<file path="src/rtl/bg_endgame_pkg.sv">
// Shared constants and FSM state encoding for the end-game background fetch path.
// No logic. No latency. No backpressure.
package bg_endgame_pkg;

    localparam logic [3:0] BLACK_INDEX = 4'h5;
    localparam int         SCREEN_W    = 640;
    localparam int         SCREEN_H    = 480;

    typedef enum logic [1:0] {
        IDLE,
        REVEAL,
        DONE
    } state_t;

endpackage

</file>
<file path="src/rtl/bg_endgame_reveal_fsm.sv">
// Reveal wipe: counts revealed screen rows, one band per frame start after the end-game pulse.
// reveal_rows_o and reveal_done_o update on the clock edge that ends the frame-start cycle.
// No backpressure; the start pulse is ignored outside IDLE.
module bg_endgame_reveal_fsm
    import bg_endgame_pkg::*;
#(
    parameter int REVEAL_STEP = 8,
    parameter int FULL_ROWS   = SCREEN_H
) (
    input  logic       clk_i,
    input  logic       rst_n_i,
    input  logic [9:0] draw_x_i,
    input  logic [9:0] draw_y_i,
    input  logic       start_i,
    output logic [9:0] reveal_rows_o,
    output logic       reveal_done_o
);

    state_t      state_q, state_d;
    logic [9:0]  rows_q, rows_d;
    logic [10:0] rows_sum;
    logic        frame_start;

    assign frame_start = (draw_x_i == 10'd0) && (draw_y_i == 10'd0);

    always_ff @(posedge clk_i or negedge rst_n_i) begin
        if (!rst_n_i) begin
            state_q <= IDLE;
            rows_q  <= '0;
        end else begin
            state_q <= state_d;
            rows_q  <= rows_d;
        end
    end

    always_comb begin
        state_d  = state_q;
        rows_d   = rows_q;
        rows_sum = {1'b0, rows_q} + 11'(REVEAL_STEP);
        unique case (state_q)
            IDLE: begin
                rows_d = '0;
                // A start coinciding with a frame start only arms the wipe.
                if (start_i) state_d = REVEAL;
            end
            REVEAL: begin
                if (frame_start) begin
                    if (rows_sum >= 11'(FULL_ROWS)) begin
                        rows_d  = 10'(FULL_ROWS);
                        state_d = DONE;
                    end else begin
                        rows_d = rows_sum[9:0];
                    end
                end
            end
            DONE:    rows_d = 10'(FULL_ROWS);
            default: begin
                state_d = IDLE;
                rows_d  = '0;
            end
        endcase
    end

    assign reveal_rows_o = rows_q;
    assign reveal_done_o = (state_q == DONE);

endmodule

</file>
<file path="src/rtl/background_endgame_fetch.sv">
// End-game background fetch: VGA coords -> 2x-upscaled ROM address -> colour index; reveal wipe under BG_ENDGAME_REVEAL_EN.
// Latency 3 cycles (address t+1, ROM data t+2, pix_index/pix_valid t+3), fully pipelined.
// No backpressure: one pixel accepted and one produced every cycle, never stalls.
module background_endgame_fetch
    import bg_endgame_pkg::*;
#(
    parameter int IMG_W       = 320,
    parameter int IMG_H       = 240,
    parameter int SCALE_SHIFT = 1,
    parameter int ADDR_W      = 17,
    parameter int REVEAL_STEP = 8
) (
    input  logic              vga_clk,
    input  logic              reset_n,
    input  logic [9:0]        DrawX,
    input  logic [9:0]        DrawY,
    input  logic              active,
    input  logic              endgame_start,
    output logic [ADDR_W-1:0] rom_addr,
    input  logic [3:0]        rom_q,
    output logic [3:0]        pix_index,
    output logic              pix_valid,
    output logic              reveal_done
);

    logic [9:0]        row_s, col_s;
    logic [ADDR_W-1:0] addr_d, addr_q;
    logic              act1_q, act2_q;
    logic [9:0]        y1_q, y2_q;
    logic [3:0]        pix_q;
    logic              vld_q;
    logic              revealed;

    assign row_s = DrawY >> SCALE_SHIFT;
    assign col_s = DrawX >> SCALE_SHIFT;

    // Out-of-image coordinates read address 0 so the ROM never sees an out-of-range address.
    always_comb begin
        addr_d = '0;
        if (active && (row_s < 10'(IMG_H)) && (col_s < 10'(IMG_W)))
            addr_d = ADDR_W'(row_s) * ADDR_W'(IMG_W) + ADDR_W'(col_s);
    end

    always_ff @(posedge vga_clk or negedge reset_n) begin
        if (!reset_n) begin
            addr_q <= '0;
            act1_q <= 1'b0;
            act2_q <= 1'b0;
            y1_q   <= '0;
            y2_q   <= '0;
            pix_q  <= BLACK_INDEX;
            vld_q  <= 1'b0;
        end else begin
            addr_q <= addr_d;
            act1_q <= active;
            y1_q   <= DrawY;
            act2_q <= act1_q;
            y2_q   <= y1_q;
            vld_q  <= act2_q;
            pix_q  <= (act2_q && revealed) ? rom_q : BLACK_INDEX;
        end
    end

`ifdef BG_ENDGAME_REVEAL_EN
    logic [9:0] reveal_rows;

    bg_endgame_reveal_fsm #(
        .REVEAL_STEP (REVEAL_STEP),
        .FULL_ROWS   (IMG_H << SCALE_SHIFT)
    ) u_reveal_fsm (
        .clk_i         (vga_clk),
        .rst_n_i       (reset_n),
        .draw_x_i      (DrawX),
        .draw_y_i      (DrawY),
        .start_i       (endgame_start),
        .reveal_rows_o (reveal_rows),
        .reveal_done_o (reveal_done)
    );

    // Compare against the row aligned with the ROM data, not the live DrawY.
    assign revealed = (y2_q < reveal_rows);
`else
    logic unused_cfg;

    assign revealed    = 1'b1;
    assign reveal_done = 1'b1;
    assign unused_cfg  = ^{endgame_start, y2_q, 1'(REVEAL_STEP)};
`endif

    assign rom_addr  = addr_q;
    assign pix_index = pix_q;
    assign pix_valid = vld_q;

endmodule

</file>
<file path="config.mk">
export PLATFORM = sky130hd
export DESIGN_NAME = background_endgame_fetch
export DESIGN_NICKNAME = d
export VERILOG_FILES = /design/src/rtl/bg_endgame_pkg.sv /design/src/rtl/bg_endgame_reveal_fsm.sv /design/src/rtl/background_endgame_fetch.sv
export SDC_FILE = /design/constraint.sdc
export NUM_CORES = 1
export LEC_CHECK = 0
export CAP_MARGIN = 20
export CELL_PAD_IN_SITES_DETAIL_PLACEMENT = 2
export CELL_PAD_IN_SITES_GLOBAL_PLACEMENT = 2
export CORE_MARGIN = 2
export CORE_UTILIZATION = 25
export CTS_BUF_LIST = sky130_fd_sc_hd__clkbuf_8
export DETAILED_ROUTE_END_ITERATION = 8
export PLACE_DENSITY = 0.89
export SYNTH_ARGS = -nofsm -noshare
export SYNTH_HDL_FRONTEND = slang
export SYNTH_SLANG_ARGS = --single-unit
</file>
<file path="constraint.sdc">
create_clock -name vga_clk -period 0.8 [get_ports vga_clk]
set_clock_uncertainty 0.15 [all_clocks]
set_input_delay 0.16 -clock vga_clk [delete_from_list [all_inputs] [get_ports vga_clk]]
set_output_delay 0.16 -clock vga_clk [all_outputs]
set_load 0.01 [all_outputs]
</file>
### After elaboration in Yosys (flattened, before gate mapping)

Cells that the tools add are included.
Widths: inputs -> output; s select.

* register bits: 24
* input port bits: 28
* output and inout port bits: 23

* add/sub/neg operators: 1
* $mul: 1
* magnitude comparators: 2
* multiplexer cells: 2
* reductions and logical operators: 2

Operator list (count)
* $add 17x9->17: 1
* $mux 17: 1
* $mul 9x3->11 const B: 1
* $lt 9x8->1 const B: 1
* $lt 9x9->1 const B: 1
* $mux 4: 1
* $logic_and 1x1->1: 2

### Logic depth before layout (Yosys ltp)

Gate-level depths: netlist of the first run.

* word-level depth: 4
* mapped depth: 8
* gate-level depth less buffers: 8

### Worst setup path before layout of the first run

OpenSTA, ideal clock, no wires.

* path kind: input port to flip-flop
* start point: in DrawY[2]
* end point: reg addr_q[16], in the netlist rom_addr[16]
* setup time: 0.079 ns
* arrival time: 2.201 ns
* data required time: 0.571 ns
* setup slack: -1.631 ns
* cell stages on the path: 8
* path buffers: 0
* path through: ha_1 -> ha_1 -> fa_1 -> xor2_1 -> nand4_1 -> or3_1 -> nor4_1 -> mux2i_1

* longest elaborated chain between the ends: 4
* elaborated cells between the ends (all ways): 6
* classes of those cells: add/sub (1); mul (1); order compare (1); mux (1); reduce/logical (2)

Ends and longest elaborated chain
* start, declared: line background_endgame_fetch.sv:16 `input logic [9:0] DrawY,`
* parallel branches: the longest is 3 deep, another holds $add 17x9->17
* $mux 17 (*): line background_endgame_fetch.sv:40 `if (active && (row_s < 10'(IMG_H)) && (col_s < 10'(IMG_W)))`
* via addr_d[16]: line background_endgame_fetch.sv:27 `logic [ADDR_W-1:0] addr_d, addr_q;`
* end signal, assigned: line background_endgame_fetch.sv:54 `addr_q <= addr_d;`
* end, declared: line background_endgame_fetch.sv:27

Mark *: on every way through the listed nets, which the timed path passes.

### Worst setup path in the final report of the first run

* start point: in DrawY[4]
* end point: reg addr_q[14], in the netlist rom_addr[14]

The elaborated chain is that of the path after synthesis.

==> results of run 1 <==
worst max-delay path, delay by kind of cell:
family / cells / cell delay [ps]
AO/OA/AOI/OAI: 1 / 140
XOR/XNOR: 1 / 170
adder cells (fa/ha/maj): 3 / 790
buffers and inverters: 1 / 100
AND/OR/NAND/NOR: 3 / 930
final timing paths:
kind,slack (ps),startpoint,end
min in group asynchronous,100,reset_n,act1_q$_DFF_PN0_
min,2,active,act1_q$_DFF_PN0_
min reg2reg,210,act1_q$_DFF_PN0_,act2_q$_DFF_PN0_
max,-1450,DrawY[4],rom_addr[14]$_DFF_PN0_
max reg2reg,-40,act2_q$_DFF_PN0_,pix_index[1]$_DFF_PN0_
max in group asynchronous,180,reset_n,pix_index[0]$_DFF_PN1_
registers in the layout, indices dropped and copies added (netlist names):
name       flops
pix_valid      1
pix_index      4
act1_q         1
rom_addr      17
act2_q         1
cell usage after synthesis, types with 2 or more instances:
library cell	instances	area [sq um]
o211ai_1	2	15.0
xnor2_1	4	35.0
ha_1	17	213
inv_1	3	11.3
nor2_1	14	52.6
or3_1	2	12.5
and2_1	11	68.8
a21oi_1	4	20.0
xor2_1	5	43.8
nand4_1	3	18.8
a211o_1	2	17.5
nor4_1	3	18.8
nand2_1	2	7.51
fa_1	2	40.0
nand3_1	2	10.0
a21o_1	3	22.5
a211oi_1	2	15.0
dfstp_2	2	52.6
nor2b_1	2	12.5
dfrtp_1	22	551
o21ai_0	5	25.0
nand2b_1	2	12.5
layout make-up:
| type | count | area [sq um] |
|---|---|---|
| Sequential cell | 24 | 604 |
| Clock buffer | 4 | 55.1 |
| Timing Repair Buffer | 83 | 752 |
| Tap cell | 72 | 90.1 |
| Multi-Input combinational cell | 104 | 1230 |
| Fill cell | 527 | 2770 |
| Inverter | 3 | 11.3 |
routing by layer:
metal / GRT usage, % / vias up
li1: - / 644
met1: 17.5 / 680
met2: 36.7 / 45
met3: 2.60 / 12
met4: 6.27 / 0
met5: 0 / -
power groups by stage:
stage | combinational, mW | sequential, mW | clock (mW)
3_5_place_dp | 1.46 | 1.32 | 0
6_report | 1.95 | 1.30 | 0.823
3_3_place_gp | 1.38 | 1.31 | 0
4_1_cts | 1.78 | 1.30 | 0.833
2_1_floorplan | 0.761 | 1.35 | 0
5_1_grt | 2.11 | 1.31 | 0.905
logic make-up after synthesis:
family	Yosys count	synth area share, %
AOI/OAI and AO/OA	26	13.4
xor gates and xnor gates	9	5.50
adders and majority gates	19	17.6
buffers and inverters	6	1.92
DFF	24	42.1
muxes	1	0.698
other	1	0.262
and+or+nand+nor	48	18.6
layout by cell type (no fill, tap or decap), types with 4 or more instances in the layout:
cell             count
buf_4               23
nor2_1              13
buf_6               24
ha_4                16
buf_8                4
clkdlybuf4s50_1     11
and2_4               9
dfrtp_1             21
clkbuf_8             4
buf_2               17
timing repair:
| item | in CTS | in global routing |
|---|---|---|
| endpoints found under the setup margin | 41 | 42 |
| pin swaps | 31 | 18 |
| setup buffers | 10 | 9 |
| gates resized for setup | 198 | 25 |
| hold endpoints to repair | 1 | 0 |
==> run_results.csv, run 1 <==
group,metric,value,unit
drt,wl_met3,220,microns
global_routing,globalRouteOverflowTotal,0,
worst_setup_path,crit_fanout,3,
clocking,clk_pin_slew,90,ps
logic_synthesis,ys_seq_elements,24,
drt,routed.top_layer,"met4",
clocking,cts-root-buf,"clkbuf_8",
finish,post_route_cells_drive_above_1_share,61.0,%
worst_setup_path,start_kind,"primary input",
logic_synthesis,synth_seq_area_share,42.1,%
timing,maxSlewViolCount,0,
hold_path,hp-class,"in2reg",
worst_setup_path,critPathArrivalTime,2290,ps
pwr,p_int,2.76,mW
logic_synthesis,ys_async_sr_fraction,100,%
hold_path,min_path_cells,1,
pwr,p_leak,1.20,nW
worst_setup_path,critPathKind,"in2reg",
drt,wl,5340,microns
timing,max_freq,444,MHz
logic_synthesis,synth-edff-count,0,
timing,period_share,281,%
pwr,cellPowerDensity,1490,mW/mm^2
floorplanning,die_x,79.7,microns
timing,whs,1.91,ps
placement,place_congestion,0.742,
pwr,p_seq_share,32.0,%
floorplanning,die_y,79.7,microns
finish,area_growth_syn_to_layout,91.1,%
worst_setup_path,reg2reg_depth,1,
global_routing,grt_first_pass_wirelength,8470,microns
pwr,swShare,32.4,%
clocking,cts_tree,"done",
global_routing,grt_max_degree,25,
drt,route.layer.met1.wl,2010,microns
floorplanning,io_pins,51,
floorplanning,start_util,26.0,%
clocking,clock_sinks,24,
drt,drt_iter0_markers,25,
worst_setup_path,end_kind,"flip-flop",
finish,final_core_util,49.8,%
floorplanning,design.core.area,0.00551,sq mm
timing,finalCriticalPeriod,2250,ps
logic_synthesis,syn_inst,134,
logic_synthesis,yosysUniqueCellTypes,42,
drt,vias_per_cell,4.76,
finish,final_cells,290,
global_routing,grt_pass1_vias,1635,
logic_synthesis,synth_area,0.00143,sq mm
drt,routedWlPerCell,18.4,microns
global_routing,antenna_found_initial,0,
pwr,vdd_drop_max,0.000644,V
finish,antenna_cells,0,
timing,setup_viol,42,
finish,final_area,0.00274,sq mm
logic_synthesis,synth-main-ff-cell,"dfrtp_1",
floorplanning,std_cell_rows,27,
outcome,violations,"setup timing",
clocking,cts.htree.levels,1,
logic_synthesis,yosysWarnings,0,
drt,drt-pass1-iter-count,2,
placement,port_buffers,46,
worst_setup_path,cp_slowest_cell,"fa_2",
outcome,status,"finished with violations",
pwr,power,4.07,mW
placement,dpl-instance-area,0.00233,sq mm
timing,setup_tns,-17410,ps
timing,hold_viol,0,
placement,dp_hpwl,3770,microns
finish,nNetsFinal,266,
floorplanning,die_area,0.00636,sq mm
pwr,p_comb_share,47.8,%
drt,wl_met2,2990,microns
pwr,p_clk_share,20.2,%
global_routing,gr-usage-all-layers,17.8,%
worst_setup_path,worst_path_largest_cell_delay,400,ps
drt,route.vias.total,1381,
pwr,power_switching,1.32,mW
worst_setup_path,crit_chain,"buf_8 -> ha_4 -> ha_4 -> fa_2 -> xor2_2 -> nand4_1 -> or3_4 -> or3_4 -> a21oi_2",
flow_run,maxCapViolCount,0,
drt,drc,0,
worst_setup_path,required,840,ps
logic_synthesis,syn_area_per_cell,10.7,sq um
placement,pre_cts_ws,-2250,ps
logic_synthesis,synthesis.nets,181,
timing,rsz0062_at_grt,"yes",
timing,setup_slack,-1450,ps
clocking,cts_buffers,3,
clocking,insertion_delay,270,ps
placement,placedCellCount,274,
clocking,ctsLongestPathBuffers,2,
drt,antenna_left,0,
(Power assumes the default switching activity.)
==> run 2: changes to the inputs <==
- MAX_ROUTING_LAYER: not set -> met4
==> run 2 against run 1 <==
The flow still finishes with violations (setup timing). Worst setup slack gained 3.5 ps. Non-clock buffer count is the same. Register-to-register slack is essentially flat. Power about the same. Sequential power hardly changed. Via count shrank 0.14%. Die area unchanged. Final cell count stayed put. Flip-flop and latch count unchanged. Critical path type unchanged. Critical endpoint unchanged.
==> run_results.csv, run 2 (synthesis gave the netlist of run 1 again) <==
group,metric,value,unit
floorplanning,die_area,0.00636,sq mm
worst_setup_path,cp_slowest_cell,"fa_2",
timing,setup_viol,42,
floorplanning,std_cell_rows,27,
floorplanning,design.core.area,0.00551,sq mm
timing,period_share,281,%
clocking,insertion_delay,270,ps
drt,antenna_left,0,
worst_setup_path,reg2reg_from,"act2_q$_DFF_PN0_",
worst_setup_path,crit_start,"DrawY[4]",
hold_path,min_path_cells,1,
drt,drc,0,
finish,layout_common_cells,"buf_6, buf_4, dfrtp_1",
worst_setup_path,crit_chain,"buf_8 -> ha_4 -> ha_4 -> fa_2 -> xor2_2 -> nand4_1 -> or3_4 -> or3_4 -> a21oi_2",
hold_path,min-delay-start,"active",
clocking,clk_pin_slew,80,ps
worst_setup_path,crit_family,"simple AND/OR/NAND/NOR gates",
finish,antenna_cells,0,
worst_setup_path,critPathKind,"in2reg",
worst_setup_path,start_kind,"primary input",
clocking,cts_tree,"done",
global_routing,globalRouteOverflowTotal,0,
drt,wl,5330,microns
clocking,cts_buffers,3,
clocking,ctsLongestPathBuffers,2,
global_routing,use_met1,17.5,%
clocking,cts-root-buf,"clkbuf_8",
worst_setup_path,path_buf_inv,1,
flow_run,maxCapViolCount,0,
clocking,clock_sinks,24,
pwr,power,4.07,mW
worst_setup_path,reg2reg_depth,1,
worst_setup_path,end_kind,"flip-flop",
global_routing,grt.busiest_layer,"met2",
timing,rsz0062_at_grt,"yes",
drt,routedWlPerCell,18.4,microns
floorplanning,start_util,26.0,%
global_routing,grt_pass1_vias,1636,
worst_setup_path,worst_path_largest_cell_delay,400,ps
clocking,cts.htree.levels,1,
outcome,status,"finished with violations",
drt,vias_per_cell,4.76,
hold_path,hp-class,"in2reg",
worst_setup_path,critPathArrivalTime,2290,ps
pwr,p_leak,1.20,nW
timing,finalCriticalPeriod,2250,ps
outcome,violations,"setup timing",
floorplanning,die_y,79.7,microns
worst_setup_path,regToRegSetupSlack,-40,ps
pwr,vdd_drop_max,0.000639,V
global_routing,grt_use_met3,2.60,%
timing,maxSlewViolCount,0,
placement,pre_cts_ws,-2250,ps
timing,setup_slack,-1450,ps
drt,route.vias.total,1379,
worst_setup_path,required,840,ps
global_routing,grt_max_degree,25,
hold_path,hold_end,"act1_q$_DFF_PN0_",
placement,port_buffers,46,
placement,dp_hpwl,3770,microns
finish,nNetsFinal,266,
floorplanning,die_x,79.7,microns
finish,area_growth_syn_to_layout,91.1,%
timing,whs,0.543,ps
worst_setup_path,worst-path-stages,9,
drt,drt-pass1-iter-count,4,
worst_setup_path,reg2reg_to,"pix_index[1]$_DFF_PN0_",
floorplanning,io_pins,51,
global_routing,gr-usage-all-layers,18.3,%
placement,place_congestion,0.751,
finish,post_route_cells_drive_above_1_share,61.0,%
global_routing,grt_use_met2,36.7,%
finish,largest_register_ffs,17,
timing,hold_viol,0,
finish,final_common_cell,"buf_6",
timing,max_freq,445,MHz
drt,drt_iter0_markers,27,
pwr,cellPowerDensity,1490,mW/mm^2
worst_setup_path,crit_fanout,3,
global_routing,antenna_found_initial,0,
global_routing,grt_first_pass_wirelength,8470,microns
==> run 2: worst max-delay path by stage <==
stage and endpoint:
2_1_floorplan rom_addr[14]$_DFF_PN0_, 3_3_place_gp rom_addr[16]$_DFF_PN0_, 3_5_place_dp rom_addr[16]$_DFF_PN0_, 4_1_cts rom_addr[16]$_DFF_PN0_, 5_1_grt rom_addr[14]$_DFF_PN0_, 6_report rom_addr[14]$_DFF_PN0_
==> run 2: layout make-up <==
cell class,count,area (sq um)
Clock buffer,4,55.1
Fill cell,527,2770
Inverter,3,11.3
Multi-Input combinational cell,104,1230
Sequential cell,24,604
Tap cell,72,90.1
Timing Repair Buffer,83,752
==> run 2: what timing repair did <==
action | 4_1_cts | 5_1_grt
setup endpoints to repair | 41 | 42
endpoints found under the hold margin | 1 | 0
cloned | 0 | 0
gates resized for setup | 198 | 25
pin swaps | 31 | 18
buffers inserted | 10 | 9
==> run 2: per-stage QoR <==
stage | util (%) | std cells | cell area [sq um] | setup TNS (ps)
2_1_floorplan | - | 134 | 1600 | -10360
3_3_place_gp | 42.3 | 274 | 2330 | -31880
3_5_place_dp | 42.3 | 274 | 2330 | -33810
4_1_cts | 47.6 | 286 | 2620 | -17480
5_1_grt | 49.8 | 290 | 2740 | -18670
6_report | 49.8 | 290 | 2740 | -17410
==> run 2: power by group <==
group	total (mW)	leakage [nW]	switching, mW	internal (mW)
combinational	1.95	0.860	0.907	1.04
sequential	1.30	0.313	0.0275	1.28
clock	0.823	0.0288	0.384	0.439
==> run 2: routing by layer <==
metal / share of wire (%) / vias up
met3: 4.0 / 10
met4: 1.9 / 0
met5: 0 / -
met1: 38 / 683
met2: 56 / 43
li1: - / 643
==> run 3: changes to the inputs <==
==> constraint.sdc (replaced) <==
create_clock -name vga_clk -period 0.8 [get_ports vga_clk]
set_clock_uncertainty 0.15 [all_clocks]
set_input_delay 0.2 -clock vga_clk [delete_from_list [all_inputs] [get_ports vga_clk]]
set_output_delay 0.2 -clock vga_clk [all_outputs]
set_load 0.01 [all_outputs]
==> run 3 against run 2 <==
The flow still finishes with violations (setup timing). Clock power is 25% higher. Via count is 2.2% lower. Register-to-register slack about the same. Combinational power shrank 4%. Largest cell class unchanged. Largest power group unchanged.
==> run_results.csv, run 3 (synthesis gave the netlist of run 1 again) <==
group,metric,value,unit
drt,drt-pass1-iter-count,3,
hold_path,hold_end,"act1_q$_DFF_PN0_",
pwr,p_seq_share,31.0,%
floorplanning,die_area,0.00636,sq mm
clocking,clock_sinks,24,
placement,dpl-instance-area,0.00233,sq mm
floorplanning,io_pins,51,
floorplanning,die_x,79.7,microns
finish,final_common_cell,"buf_6",
clocking,insertion_delay,260,ps
global_routing,use_met1,17.9,%
global_routing,grt_use_met3,2.26,%
global_routing,globalRouteOverflowTotal,0,
worst_setup_path,reg2reg_from,"act2_q$_DFF_PN0_",
finish,n_fill_cell,528,
drt,vias_per_cell,4.76,
finish,layout_common_cells,"buf_6, dfrtp_1, buf_4",
placement,pre_cts_ws,-2370,ps
floorplanning,std_cell_rows,27,
placement,place_congestion,0.751,
outcome,status,"finished with violations",
worst_setup_path,critPathKind,"in2reg",
hold_path,min-delay-start,"active",
timing,max_freq,432,MHz
clocking,cts.htree.levels,1,
clocking,cts_buffers,3,
worst_setup_path,end_kind,"flip-flop",
global_routing,grt_use_met2,36.1,%
clocking,clk_pin_slew,90,ps
pwr,p_leak,1.17,nW
floorplanning,start_util,26.0,%
timing,rsz0062_at_grt,"yes",
worst_setup_path,reg2reg_depth,1,
pwr,vdd_drop_max,0.000949,V
global_routing,gr-usage-all-layers,17.7,%
drt,wl,5170,microns
timing,whs,46.0,ps
worst_setup_path,required,840,ps
placement,port_buffers,46,
worst_setup_path,crit_fanout,3,
hold_path,hp-class,"in2reg",
clocking,cts-root-buf,"clkbuf_8",
pwr,cellPowerDensity,1570,mW/mm^2
clocking,ctsLongestPathBuffers,2,
timing,period_share,289,%
placement,dp_hpwl,3760,microns
drt,drt_iter0_markers,11,
finish,final_area,0.00267,sq mm
floorplanning,design.core.area,0.00551,sq mm
worst_setup_path,start_kind,"primary input",
clocking,cts_tree,"done",
global_routing,grt_max_degree,25,
floorplanning,die_y,79.7,microns
worst_setup_path,reg2reg_to,"pix_index[3]$_DFF_PN0_",
clocking,cts_hold_buf,0,
worst_setup_path,regToRegSetupSlack,-50,ps
pwr,swShare,30.3,%
drt,routedWlPerCell,18.3,microns
pwr,p_comb_share,44.4,%
pwr,p_clk_share,24.6,%
finish,area_growth_syn_to_layout,86.2,%
timing,finalCriticalPeriod,2310,ps
finish,nNetsFinal,259,
timing,hold_viol,0,
timing,maxSlewViolCount,0,
finish,post_route_cells_drive_above_1_share,56.9,%
worst_setup_path,critPathArrivalTime,2350,ps
drt,route.vias.total,1348,
global_routing,antenna_found_initial,0,
timing,setup_slack,-1510,ps
drt,drc,0,
global_routing,grt.busiest_layer,"met2",
pwr,p_int,2.93,mW
worst_setup_path,crit_start,"DrawY[4]",
finish,largest_register_ffs,17,
global_routing,grt_pass1_vias,1562,
pwr,power_switching,1.28,mW
flow_run,maxCapViolCount,0,
hold_path,min_path_cells,1,
global_routing,grt_first_pass_wirelength,8340,microns
outcome,violations,"setup timing",
drt,antenna_left,0,
timing,setup_viol,42,
finish,antenna_cells,0,
## run 3: changes by cell type in the layout (fill, tap and decap cells not counted), sizes merged
cell and change:
bufinv +1, clkdlybuf4s15 +1, buf -7, clkbuf -2
## run 3: power by group through the flow
stage	Clock (mW)	Combinational [mW]	Sequential [mW]
6_report	1.03	1.87	1.30
5_1_grt	1.11	2.02	1.31
4_1_cts	1.06	1.82	1.30
3_5_place_dp	0	1.47	1.32
3_3_place_gp	0	1.38	1.31
2_1_floorplan	0	0.761	1.35
## run 3: how the worst max path moves through the flow
stage,end,cells past startpoint
finish,rom_addr[16]$_DFF_PN0_,10
global route,rom_addr[16]$_DFF_PN0_,10
CTS,rom_addr[14]$_DFF_PN0_,9
detailed placement,rom_addr[16]$_DFF_PN0_,8
global placement,rom_addr[16]$_DFF_PN0_,10
floorplan,rom_addr[14]$_DFF_PN0_,7
## run 3: cell type report
cell class / count / area [sq um] / share of cell area [%]
multi-input combinational: 104 / 1200 / 44.8
timing repair buffer: 76 / 698 / 26.1
sequential: 24 / 603 / 22.6
tap: 72 / 90.1 / 3.37
clock buffer: 3 / 41.3 / 1.55
clock inverter: 1 / 30.0 / 1.12
inverter: 3 / 11.3 / 0.422
## run 3: critical path, stage by stage
cell and delay (ps):
buf_8 100, ha_4 240, ha_4 160, fa_2 440, a211oi_4 300, o211a_1 220, a2111oi_4 60, buf_4 170
nor4_4 210, mux2i_1 230
## run 3: per-stage QoR
step           util, %  power [mW]  std cells  setup TNS (ps)
3_3_place_gp      42.3        2.70        274          -34600
5_1_grt           48.5        4.45        283          -20420
3_5_place_dp      42.3        2.79        274          -36450
4_1_cts           47.6        4.18        284          -18780
2_1_floorplan        -        2.11        134          -11120
6_report          48.5        4.20        283          -18920
## run 3: what timing repair did
action,in CTS,in global routing
setup buffers,8,2
setup endpoints to repair,41,41
pin swaps,25,15
gates resized for setup,201,14
## run 3: layer usage
metal  share of wire (%)  wire length [microns]
met5                   0                      0
met1                  37                   1920
met3                 4.1                    212
met4                0.54                     28
met2                  58                   3000
